### config.mk
export PLATFORM = sky130hd
export DESIGN_NAME = struct_bus_arbiter
export DESIGN_NICKNAME = d
export VERILOG_FILES = /design/src/rtl/struct_bus_arbiter_pkg.sv /design/src/rtl/struct_bus_arbiter_rr_pick.sv /design/src/rtl/struct_bus_arbiter.sv
export SDC_FILE = /design/constraint.sdc
export NUM_CORES = 1
export LEC_CHECK = 0
export ABC_AREA = 1
export CORE_MARGIN = 2
export CORE_UTILIZATION = 47
export DETAILED_ROUTE_END_ITERATION = 7
export GPL_ROUTABILITY_DRIVEN = 0
export HOLD_SLACK_MARGIN = 0.02
export PLACE_DENSITY = 0.9
export SLEW_MARGIN = 20
export SYNTH_ARGS = -nofsm -noshare
export SYNTH_HDL_FRONTEND = slang
export SYNTH_HIERARCHICAL = 1
export SYNTH_SLANG_ARGS = --single-unit
### constraint.sdc
create_clock -name i_clk -period 5.47 [get_ports i_clk]
set_clock_uncertainty 0.05 [all_clocks]
set_input_delay 1.3675 -clock i_clk [delete_from_list [all_inputs] [get_ports i_clk]]
set_output_delay 1.3675 -clock i_clk [all_outputs]
set_load 0.01 [all_outputs]
### src/rtl/struct_bus_arbiter_pkg.sv
// Shared types for the struct bus arbiter: the per-beat payload struct,
// the arbitration state enum and a small index helper.
package struct_bus_arbiter_pkg;

   localparam int MAX_REQ = 8;

   typedef struct packed {
      logic a;
      logic b;
   } StructA;

   typedef enum logic {
      ARB  = 1'b0,
      LOCK = 1'b1
   } arb_state_e;

   // Successor of a requester index, wrapping n-1 back to 0.
   function automatic int unsigned wrap_inc(int unsigned idx, int unsigned n);
      return (idx + 1 >= n) ? 0 : idx + 1;
   endfunction

endpackage

### src/rtl/struct_bus_arbiter_rr_pick.sv
// Combinational round-robin picker: finds the first asserted valid bit
// starting at the pointer and wrapping N_REQ-1 -> 0.
module struct_bus_arbiter_rr_pick
   import struct_bus_arbiter_pkg::*;
#(
   parameter int N_REQ = 4,
   parameter int W_ID  = 2
)
(
   input  logic [N_REQ-1:0] i_valid,
   input  logic [W_ID-1:0]  i_rr_ptr,
   output logic [W_ID-1:0]  o_pick,
   output logic             o_any
);

   int              idx;
   logic [W_ID-1:0] cand;

   // Scan offsets from farthest to nearest so the nearest valid bit wins.
   always_comb begin
      o_pick = '0;
      o_any  = 1'b0;
      idx    = 0;
      cand   = '0;
      for (int i = N_REQ - 1; i >= 0; i--) begin
         idx = 32'(i_rr_ptr) + i;
         if (idx >= N_REQ) begin
            idx -= N_REQ;
         end
         cand = W_ID'(idx);
         if (i_valid[cand]) begin
            o_pick = cand;
            o_any  = 1'b1;
         end
      end
   end

endmodule

### src/rtl/struct_bus_arbiter.sv
// N-way round-robin arbiter onto a single registered output slot carrying
// StructA beats. Define STRUCT_BUS_ARBITER_LOCK_EN to hold the grant on one
// requester for a whole burst (until its beat with last=1); without it every
// beat is arbitrated independently and i_req_last is ignored.
module struct_bus_arbiter
   import struct_bus_arbiter_pkg::*;
#(
   parameter int N_REQ = 4,
   parameter int W_ID  = 2
)
(
   input  logic                i_clk,
   input  logic                i_rst,
   input  logic [N_REQ-1:0]    i_req_valid,
   input  StructA [N_REQ-1:0]  i_req_payload,
   input  logic [N_REQ-1:0]    i_req_last,
   output logic [N_REQ-1:0]    o_req_ready,
   output logic                o_valid,
   output StructA              o_payload,
   output logic [W_ID-1:0]     o_grant_id,
   input  logic                i_ready
);

   if (W_ID != $clog2(N_REQ)) begin : g_bad_wid
      $error("struct_bus_arbiter: W_ID must equal $clog2(N_REQ)");
   end
   if (N_REQ < 2 || N_REQ > MAX_REQ) begin : g_bad_nreq
      $error("struct_bus_arbiter: N_REQ must be in 2..8");
   end

   logic            valid_q, valid_d;
   StructA          payload_q, payload_d;
   logic [W_ID-1:0] id_q, id_d;
   logic [W_ID-1:0] rr_q, rr_d;

   logic [W_ID-1:0]  pick;
   logic             any_valid;
   logic             slot_free;
   logic             grant_en;
   logic [W_ID-1:0]  grant_id;
   logic [N_REQ-1:0] ready_comb;
   logic             accept;
   logic             rr_advance;

`ifdef STRUCT_BUS_ARBITER_LOCK_EN
   arb_state_e       state_q, state_d;
   logic [W_ID-1:0]  owner_q, owner_d;
`else
   logic             unused_last;
   assign unused_last = ^i_req_last;
`endif

   struct_bus_arbiter_rr_pick #(
      .N_REQ (N_REQ),
      .W_ID  (W_ID)
   ) u_pick (
      .i_valid  (i_req_valid),
      .i_rr_ptr (rr_q),
      .o_pick   (pick),
      .o_any    (any_valid)
   );

   assign slot_free = !valid_q || i_ready;

   // Choose who may be offered ready: the locked owner, else the round-robin pick.
   always_comb begin
      grant_en   = any_valid;
      grant_id   = pick;
      rr_advance = 1'b1;
`ifdef STRUCT_BUS_ARBITER_LOCK_EN
      if (state_q == LOCK) begin
         grant_en   = 1'b1;
         grant_id   = owner_q;
         rr_advance = i_req_last[owner_q];
      end
`endif
      ready_comb = '0;
      if (grant_en && slot_free && !i_rst) begin
         ready_comb[grant_id] = 1'b1;
      end
   end

   assign o_req_ready = ready_comb;
   assign accept      = i_req_valid[grant_id] && ready_comb[grant_id];

   // Output slot: load on accept, empty when drained with nothing new, else hold.
   always_comb begin
      valid_d   = valid_q;
      payload_d = payload_q;
      id_d      = id_q;
      rr_d      = rr_q;
      if (accept) begin
         valid_d   = 1'b1;
         payload_d = i_req_payload[grant_id];
         id_d      = grant_id;
         if (rr_advance) begin
            rr_d = W_ID'(wrap_inc(32'(grant_id), 32'(N_REQ)));
         end
      end else if (slot_free) begin
         valid_d = 1'b0;
      end
   end

   // Slot and round-robin pointer registers.
   always_ff @(posedge i_clk) begin
      if (i_rst) begin
         valid_q   <= 1'b0;
         payload_q <= '0;
         id_q      <= '0;
         rr_q      <= '0;
      end else begin
         valid_q   <= valid_d;
         payload_q <= payload_d;
         id_q      <= id_d;
         rr_q      <= rr_d;
      end
   end

`ifdef STRUCT_BUS_ARBITER_LOCK_EN
   // Burst lock: enter on a non-last accept, leave on the owner's last beat.
   always_comb begin
      state_d = state_q;
      owner_d = owner_q;
      if (accept) begin
         case (state_q)
            ARB: begin
               if (!i_req_last[grant_id]) begin
                  state_d = LOCK;
                  owner_d = grant_id;
               end
            end
            LOCK: begin
               if (i_req_last[grant_id]) begin
                  state_d = ARB;
               end
            end
            default: state_d = ARB;
         endcase
      end
   end

   // Lock state registers.
   always_ff @(posedge i_clk) begin
      if (i_rst) begin
         state_q <= ARB;
         owner_q <= '0;
      end else begin
         state_q <= state_d;
         owner_q <= owner_d;
      end
   end
`endif

   assign o_valid    = valid_q;
   assign o_payload  = payload_q;
   assign o_grant_id = id_q;

endmodule

Yosys cells after proc, flatten, opt, wreduce, memory -nomap -nowiden
Index checks and enable logic that the tools add are counted.
- register bits after elaboration: 7
- bits in latches: 0
- bits in writable memories: 0
- ROM bits: 0
- bits of input ports: 19
- word-level logic and storage cells: 64
- memories kept: 0
- $add $sub $neg: 8
- multipliers: 0
- divide/modulo/power cells: 0
- order comparisons: 11
- equality and inequality tests: 0
- shifts and indexed selects: 0
- mux-type cells: 32
- bitwise operators: 0
- reduce and logical (&&, ||, !) cells: 8
- operator list (operator ; count):
    2-to-1 mux 2 bit ; 10
    less-than comparator 2 x 3 -> 1 bit, second input constant ; 5
    2-to-1 mux 1 bit ; 13
    binary-select mux 1 bit (select 2 bit) ; 6
    >= comparator 3 bit, second input constant ; 4
    subtractor 2 x 1 -> 2 bit, second input constant ; 4
    adder 2 x 1 -> 3 bit, second input constant ; 2
    adder 2 x 2 -> 3 bit, second input constant ; 2
    binary-select mux 2 bit (select 2 bit) ; 1
    logical AND 1 bit ; 4
    2-to-1 mux 4 bit ; 1
    >= comparator 2 x 3 -> 1 bit, second input constant ; 1
    demux 1 bit (select 2 bit) ; 1
    >= comparator 2 x 1 -> 1 bit, second input constant ; 1
    zero test 1 bit ; 2
    nonzero test 2 bit ; 1
    logical OR 1 bit ; 1

Depth between registers and ports, before layout
Gate-level depths: netlist (run 1).
- depth after elaboration: 18
- mapped depth: 19
- gate-level depth less buffers: 17

Modules after synthesis
Netlist (run 1), hierarchy kept.
- by module, submodules not included (module ; instances ; cells each ; area each (µm²) ; seq. area each (µm²)):
    struct_bus_arbiter ; 1 ; 86 ; 574.3 ; 140.1
    struct_bus_arbiter_rr_pick ; 1 ; 44 ; 215.2 ; 0.0

Worst setup path before layout (run 1)
No wires, ideal clock.
- path kind: input-to-output
- start point: in i_req_valid[1]
- end point: out o_req_ready[2]
- data arrival time: 2.571 ns
- required time: 4.053 ns
- setup slack: 1.482 ns
- cell stages on the path: 14
- path buffers: 1
- path through: inv_1 -> nand2_1 -> and2_4 -> nand2_2 -> nand2_2 -> inv_2 -> nand2_1 -> nand2_1 -> nand2_1 -> buf_6 -> inv_2 -> ha_1 -> inv_1 -> nor2_1
- word-level cells in the longest chain between the ends: 11
- elaborated cells on any way between the ends: 24
- classes of those cells: order compare: 2; mux: 19; reduce/logical: 3
- RTL lines (element ; line ; source):
    start: declaration ; struct_bus_arbiter.sv:14 ; input logic [N_REQ-1:0] i_req_valid,
    binary-select mux 1 bit (select 2 bit) ; struct_bus_arbiter_rr_pick.sv:31 ; if (i_valid[cand]) begin
    2-to-1 mux 1 bit (not written as such) ; struct_bus_arbiter_rr_pick.sv:31 ;
    2-to-1 mux 2 bit (3 in a row) ; struct_bus_arbiter_rr_pick.sv:31 ;
    2-to-1 mux 2 bit (*) ; struct_bus_arbiter_rr_pick.sv:31 ;
    via grant_id[0] ; struct_bus_arbiter.sv:40 ; logic [W_ID-1:0] grant_id;
    less-than comparator 2 x 3 -> 1 bit (not written as such) or >= comparator 2 x 1 -> 1 bit (tied branches) ; struct_bus_arbiter.sv:79 ; ready_comb[grant_id] = 1'b1;
    logical AND 1 bit (not written as such) ; struct_bus_arbiter.sv:79 ;
    2-to-1 mux 1 bit (not written as such) ; struct_bus_arbiter.sv:79 ;
    demux 1 bit (select 2 bit) (*) ; struct_bus_arbiter.sv:79 ;
    2-to-1 mux 4 bit (*) ; struct_bus_arbiter.sv:78 ; if (grant_en && slot_free && !i_rst) begin
    end: declaration ; struct_bus_arbiter.sv:17 ; output logic [N_REQ-1:0] o_req_ready,
Mark *: on every way through the listed nets, which the timed path passes. The rest lies on a longest branch. The select of a mux whose other input is x is not followed.

Final worst setup path (run 1)
- start point: in i_req_valid[1]
- end point: out o_req_ready[0]
The elaborated chain is that of the path after synthesis.

==> results of run 1 <==
## worst max-delay path by stage
stage / cells past startpoint / end / start
floorplan: 14 / o_req_ready[2] / i_req_valid[1]
global placement: 15 / o_req_ready[0] / i_req_valid[1]
detailed placement: 13 / o_req_ready[0] / i_req_valid[1]
CTS: 13 / o_req_ready[0] / i_req_valid[1]
global route: 13 / o_req_ready[0] / i_req_valid[1]
finish: 13 / o_req_ready[0] / i_req_valid[1]
## cell families (layout without fill, tap and decap cells)
family | after synthesis | after routing | share of synthesized area
AO/OA/AOI/OAI | 10 | 10 | 0.0697
adder cells (fa/ha/maj) | 5 | 5 | 0.0792
buffers and inverters | 25 | 52 | 0.141
flip-flops | 7 | 7 | 0.177
AND/OR/NAND/NOR | 83 | 83 | 0.532
## registers in the layout (all words and copies together), names as in the netlist
| register | flops |
|---|---|
| rr_q | 2 |
| o_grant_id | 2 |
| o_payload | 2 |
| o_valid | 1 |
## per-stage QoR
| stage | std cells | util | power, uW | worst slack, ns |
|---|---|---|---|---|
| after floorplan | 130 | - | 291 | 1.48 |
| after global placement | 169 | 0.670 | 364 | 0.490 |
| after detailed placement | 169 | 0.670 | 376 | 0.435 |
| after CTS | 173 | 0.687 | 426 | 0.432 |
| after global routing | 173 | 0.687 | 461 | 0.230 |
| final | 173 | 0.687 | 425 | 0.418 |
## power groups by stage
stage          Sequential [uW]  Combinational, uW  Clock (uW)
5_1_grt                   77.7                333        51.2
4_1_cts                   76.0                302        48.4
3_5_place_dp              76.0                300           0
2_1_floorplan             75.5                216           0
6_report                  75.9                303        46.1
3_3_place_gp              75.5                289           0
## placed cells by master, fill, tap and decap left out
master	count
nand4_2	2
a21oi_1	2
ha_1	5
clkbuf_1	1
nand3_1	10
nand3_2	3
inv_4	1
clkdlybuf4s50_1	23
nand4_1	2
inv_2	7
buf_4	2
inv_1	15
o21ai_1	2
o21ai_2	1
nand2_2	11
or2_2	1
o21ai_0	4
clkbuf_4	3
nor2_1	22
nand2_1	26
nand3b_1	2
dfxtp_1	7
nor2_2	2
o22ai_1	1
nor2_4	1
and2_4	1
## layer usage
layer | GRT usage | up-vias
met5 | 0 | -
met4 | 0.0824 | 0
met3 | 0.0560 | 4
met2 | 0.420 | 25
met1 | 0.186 | 392
li1 | - | 456
## area by class of cell
class	instances	area, um^2
clock buffers	4	26.3
fillers	139	483
inverters	23	88.8
multi-input cells	98	538
flip-flops and latches	7	140
well taps	16	20.0
repair buffers	25	245
## cell usage after synthesis, types with 3 or more instances
library cell / number / area share
o21ai_0: 4 / 0.025
nand3_1: 10 / 0.063
inv_2: 7 / 0.033
nand2_1: 26 / 0.12
dfxtp_1: 7 / 0.18
inv_1: 15 / 0.071
nand2_2: 11 / 0.087
nand3_2: 3 / 0.038
nor2_1: 22 / 0.10
ha_1: 5 / 0.079
## worst max-delay path: cells and delay by family
kind | cells | cell delay [ns]
adders and majority gates | 1 | 0.19
buffers and inverters | 5 | 1.32
and+or+nand+nor | 6 | 0.57
AOI/OAI and AO/OA | 1 | 0.19
==> metrics.txt, run 1 <==
worst skew pair latency about 0.25 ns; placed cell area between 0.001 and 0.0015 mm^2; Setup crit end kind output pin; Max Cap Viol 0; Area Growth Syn to Fin 34.1%; Reg2Reg Depth 16; first-pass GRT wire length around 3 mm; final wirelength 1.91 mm; clk buf depth 2; vias in the first global route about 800; Pwr per Cell Area about 400 mW/mm^2; CP most frequent cell nand2_1; DR WL/cell 11.0 um; worst endpoint required time around 4.1 ns; Hold Startpoint o_grant_id[0]; total track usage 0.207; Yosys reg bits 7; Seq/Total Area, Yosys 0.177; LEAKAGE approximately 0.00053 uW; Net Count, Synth between 150 and 200; DR WL met3 between 80 and 90 um; Slowest cell on crit path clkdlybuf4s50_1; Synth Flop Type dfxtp_1; Sink Count 7; Cell Int Power 219 uW; Starting Density 0.512; TritonCTS clock tree built; Setup Total Neg Slack 0 ns; Worst-path clk slew around 0.050 ns; vias slightly below 900; layout cells sized above 1 0.223; Mapped Cells 130; Worst Hold Endpoint o_grant_id[0]; sw frac 0.484; status finished, final reports clean; Slew Limit Headroom 0.737; Reg power frac 0.178; Pre-antenna DRT Iters 6; RSZ-0062 raised after global routing false; gr ovfl total 0; top sig layer met4; Worst VDD drop between 0.2 and 0.3 mV; Ports 28; die width approximately 45 um; routed wl met2 between 1 and 1.5 mm; cts repair resizes 0; data arrival time of the worst path between 3 and 4 ns; fin crit share 0.924; EDFF count, synth 0; startpoint types input port; 1st-iter DRT viols 14; ys async rst share 0; crit path cell chain clkdlybuf4s50_1, inv_1, o21ai_1, nand2_1, nand3_2, nand2_1, nand2_1, nand2_1, inv_2, ha_1, inv_1, nor2_1, clkdlybuf4s50_1; HPWL after detailed placement 1.50 mm; clock buffer count from CTS 3; kind of critical path in2out; # DRC 0; Post-Syn Area 790 um^2; Root Driver clkbuf_4; Finished Cell Area around 0.0011 mm^2; initial antenna violation count 0; hold buffers post-CTS 0; R2R Setup Slk a little over 3 ns; Site Rows 14; core box area ~0.0015 mm^2; DRT antenna net count 0; Avg Cell Area, Syn about 6.1 um^2; Pins Over Slew Limit 0; port buffer count 23; Vias/cell 5.07; minimum clock period between 5 and 6 ns; Crit Path Max Fanout 7; die area between 0.002 and 0.0025 mm^2; Critical R2R Launch rr_q[0]; setup violators final 0; Hold Crit Depth 2; slowest stage delay, CP about 0.54 ns; Clk network pwr share 0.108; Max Freq slightly below 200 MHz; combinational cell fraction of total power 0.713; final hold violation count 0; largest net degree at the start of global routing 12; Die Y ~45 um; diode count 0; synth warn 6; CTS H-tree lvls 1; Slew @ Worst Pin 0.394 ns; worst reg2reg endpoint o_payload[1]; Nets approximately 180; WL met1 750 um; Distinct cells, synth 23; Hold WC Path Type reg2reg; hold slack final between 0.4 and 0.5 ns; switching pwr roughly 210 uW; Setup Buffers After CTS 0
(Power assumes the default switching activity.)
==> inputs of run 2 (changes only) <==
ABC_AREA = not set   (was 1)
CORE_UTILIZATION = 42   (was 47)
PLACE_DENSITY = 0.89   (was 0.9)
SLEW_MARGIN = 10   (was 20)
==> metrics.txt, run 2 <==
vias approximately 580; Critical R2R Launch rr_q[0]; Worst-path clk slew ~0.05 ns; adder-cell share of the synthesized area 0.104; Post-Syn Area about 600 um^2; vias in the first global route approximately 510; diode count 0; Setup Total Neg Slack 0 ns; Synth Flop Type dfxtp_1; Distinct cells, synth 25; fin util 0.670; Synth top cells by count and2_1, dfxtp_1, nand2b_1, nor2_1, ha_1; HPWL after detailed placement about 1.2 mm; port buffer count 23; TritonCTS clock tree built; Reg2Reg Depth 9; DRT antenna net count 0; synth warn 6; Nets 120; setup violators final 0; post-synth top area share 0.234; Slew @ Worst Pin 0.666 ns; Slew Limit Headroom 0.555; Root Driver clkbuf_4; Worst VDD drop approximately 0.12 mV; Synth Area in Compound Gates 0.119; die area roughly 0.0017 mm^2; LEAKAGE roughly 0.00034 uW; Max Freq between 200 and 250 MHz; Sink Count 7; Area Growth Syn to Fin 47.2%; RSZ-0062 raised after global routing false; Hold Startpoint o_payload[1]; Setup Buffers After CTS 0; Crit Path Max Fanout 8; core box area 0.00132 mm^2; Worst Hold Endpoint o_payload[1]; final wirelength 1.49 mm; status finished, final reports clean; R2R Setup Slk around 2.7 ns; Synth Area in Simple Gates 0.317; worst skew pair latency 0.25 ns; layout cells sized above 1 0.116; hold buffers post-CTS 0; CTS H-tree lvls 1; commonest non-fill, non-tap cells in the layout clkdlybuf4s50_1, and2_1, dfxtp_1, nand2b_1, nor2_1; fin crit share 0.913; top cells by area, synth dfxtp_1, ha_1, mux4_1, and2_1, nand2b_1; Ports 28; Max Cap Viol 0; Hold Crit Depth 2; EDFF count, synth 0; Seq/Total Area, Yosys 0.234; cell taking the most area after synthesis dfxtp_1; data arrival time of the worst path around 3.6 ns; startpoint types input port; first-pass GRT wire length around 2.3 mm; placed cell area 856 um^2; Setup crit end kind output pin; Hold WC Path Type reg2reg; Site Rows 13; Mapped Cells approximately 70; total track usage 0.175; Vias/cell ~5.2; largest family of logic cells by synthesized area simple AND/OR/NAND/NOR gates; Pre-antenna DRT Iters 4; minimum clock period roughly 5.0 ns; clock buffer count from CTS 3; Pins Over Slew Limit 0; clk buf depth 2; gr ovfl total 0; 1st-iter DRT viols 8; Net Count, Synth 92; Pwr per Cell Area around 200 mW/mm^2; die width approximately 42 um; Starting Density 0.455; cts repair resizes 0; final hold violation count 0; Avg Cell Area, Syn 8.81 um^2; worst reg2reg endpoint o_grant_id[0]; most common cell after layout, fill and taps aside clkdlybuf4s50_1; ys async rst share 0; initial antenna violation count 0; largest net degree at the start of global routing 10; Yosys reg bits 7; Finished Cell Area 882 um^2; # DRC 0; XOR/XNOR share of the synthesized area 0; mux contribution to synthesized area 0.194; worst endpoint required time between 4 and 5 ns; DR WL/cell 13.6 um; kind of critical path in2out; Die Y around 42 um
run 2: per-stage QoR:
step | hold slack (ns) | std cells | worst slack, ns | power [uW]
6_report | 0.421 | 110 | 0.477 | 175
5_1_grt | 0.442 | 110 | 0.318 | 186
4_1_cts | 0.422 | 110 | 0.464 | 178
3_3_place_gp | 0.408 | 106 | 0.548 | 126
2_1_floorplan | 0.426 | 68 | 1.57 | 98.6
3_5_place_dp | 0.412 | 106 | 0.469 | 130
run 2: cell families (layout without fill, tap and decap cells):
family                     after synthesis  in the layout
and+or+nand+nor                         34             34
DFF                                      7              7
AOI/OAI and AO/OA                       10             10
muxes                                    7              7
adders and majority gates                5              5
buffers and inverters                    5             32
run 2: area by class of cell:
type	instances	area (um^2)
Multi-Input combinational cell	56	440
Fill cell	117	435
Timing Repair Buffer	25	245
Sequential cell	7	140
Clock buffer	4	26.3
Tap cell	15	18.8
Inverter	3	11.3
run 2: layer usage:
layer  vias to the layer above  part of all wire  track usage
met1                       257              0.43        0.193
met5                         -                 0            0
met3                         2             0.052       0.0652
li1                        296                 -            -
met4                         0             0.010       0.0581
met2                        20              0.50        0.306
run 2: how the worst max path moves through the flow:
stage	to	start
after floorplan	o_req_ready[0]	i_req_valid[3]
after global placement	o_req_ready[0]	i_req_valid[1]
after detailed placement	o_req_ready[1]	i_req_valid[3]
after CTS	o_req_ready[1]	i_req_valid[3]
after global routing	o_req_ready[0]	i_req_valid[1]
final	o_req_ready[1]	i_req_valid[1]
run 2: critical path, cell delays in order:
cell and delay (ns):
clkdlybuf4s50_1 0.46, nor3b_1 0.21, a211oi_1 0.08, nor2_1 0.48
inv_2 0.14, ha_1 0.22, and2_1 0.14, clkdlybuf4s50_1 0.48
run 2: power by group:
group	total (uW)	switching (uW)	internal, uW
clock network	46.6	18.7	27.8
logic	70.4	31.7	38.7
registers	58.4	3.41	55.0
==> inputs of run 3 (changes only) <==
ABC_CLOCK_PERIOD_IN_PS = 5470   (was not set)
GPL_TIMING_DRIVEN = 0   (was not set)
==> metrics.txt, run 3 (synthesis gave the netlist of run 2 again) <==
status finished, final reports clean; Starting Density 0.455; # DRC 0; Setup crit end kind output pin; final hold violation count 0; port buffer count 22; DR WL met3 approximately 110 um; Pins Over Slew Limit 0; Pre-antenna DRT Iters 4; Sink Count 7; gr ovfl total 0; Worst Hold Endpoint o_payload[1]; total track usage 0.165; first-pass GRT wire length approximately 2.2 mm; Setup Buffers After CTS 0; worst endpoint required time roughly 4.1 ns; Setup Total Neg Slack 0 ns; Site Rows 13; Hold WC Path Type reg2reg; WL met1 around 590 um; fin crit share 0.935; Finished Cell Area slightly below 900 um^2; Reg2Reg Depth 9; CTS H-tree lvls 1; clk buf depth 2; vias in the first global route approximately 550; worst skew pair latency approximately 0.25 ns; clock buffer count from CTS 3; layout cells sized above 1 0.0957; final wirelength between 1 and 1.5 mm; HPWL after detailed placement roughly 1.0 mm; Worst-path clk slew 0.05 ns; area of the multi-input gates between 400 and 500 um^2; Vias/cell roughly 5.4; Nets 119; Hold Crit Depth 2; die width 41.8 um; Hold Startpoint o_payload[1]; TritonCTS clock tree built; Ports 28; vias roughly 590; Layout Cells excl Fill between 100 and 150; Critical R2R Launch rr_q[1]; die area between 0.0015 and 0.002 mm^2; cts repair resizes 0; final worst slack 0.357 ns; largest net degree at the start of global routing 11; Area Growth Syn to Fin 44.3%; Max Cap Viol 0; routed wl met2 666 um; Crit Path Max Fanout 8; RSZ-0062 raised after global routing false; top sig layer met3; startpoint types input port; setup violators final 0; core box area between 0.001 and 0.0015 mm^2; commonest non-fill, non-tap cells in the layout clkdlybuf4s50_1, and2_1, dfxtp_1, nand2b_1, nor2_1; DRT antenna net count 0; Root Driver clkbuf_4; fillcell total 112; diode count 0; R2R Setup Slk between 2 and 3 ns; initial antenna violation count 0; worst reg2reg endpoint o_grant_id[0]; Worst VDD drop 0.133 mV; Slew @ Worst Pin approximately 0.62 ns; register area 140 um^2; data arrival time of the worst path approximately 3.7 ns; kind of critical path in2out; LEAKAGE around 0.00033 uW; DR WL/cell roughly 13 um; Slew Limit Headroom 0.589; minimum clock period between 5 and 6 ns; Max Freq 196 MHz; placed cell area 838 um^2; Tot Pwr between 150 and 200 uW; Die Y between 40 and 50 um; Inst Count DP between 100 and 150; most common cell after layout, fill and taps aside clkdlybuf4s50_1; hold buffers post-CTS 0; Pwr per Cell Area 199 mW/mm^2; 1st-iter DRT viols 27; pre-CTS WS between 0.3 and 0.4 ns
-- run 3: worst max path at each step --
stage,start,to,slack (ns)
2_1_floorplan,i_req_valid[3],o_req_ready[0],1.57
3_3_place_gp,i_req_valid[3],o_req_ready[0],0.35
3_5_place_dp,i_req_valid[3],o_req_ready[0],0.34
4_1_cts,i_req_valid[3],o_req_ready[0],0.34
5_1_grt,i_req_valid[3],o_req_ready[0],0.17
6_report,i_req_valid[3],o_req_ready[0],0.36
-- run 3: worst max-delay path: stages --
cell             delay (ns)
clkdlybuf4s50_1        0.53
mux2i_1                0.11
a211oi_2               0.57
inv_1                  0.24
ha_1                   0.27
and2_1                 0.13
clkdlybuf4s50_1        0.47
-- run 3: power by group --
part / internal, uW / switching [uW]
Clock: 27.8 / 18.7
Combinational: 36.5 / 30.5
Sequential: 55.0 / 3.16
Total: 119 / 52.4
-- run 3: cell type report --
type | count | area share
multi-input cells | 56 | 0.509
repair buffers | 22 | 0.255
flip-flops and latches | 7 | 0.162
clock buffers | 4 | 0.0304
well taps | 15 | 0.0217
inverters | 3 | 0.0130
plain buffers | 2 | 0.00868
-- run 3: metrics by stage --
| stage | hold slack (ns) | utilization |
|---|---|---|
| floorplan | 0.426 | - |
| global placement | 0.409 | 0.636 |
| detailed placement | 0.417 | 0.636 |
| CTS | 0.426 | 0.656 |
| global route | 0.434 | 0.656 |
| finish | 0.424 | 0.656 |
-- run 3: metal layers --
layer	vias up	track usage
met4	0	0.0194
met3	0	0.0609
met1	260	0.195
met5	-	0
li1	295	-
met2	34	0.291
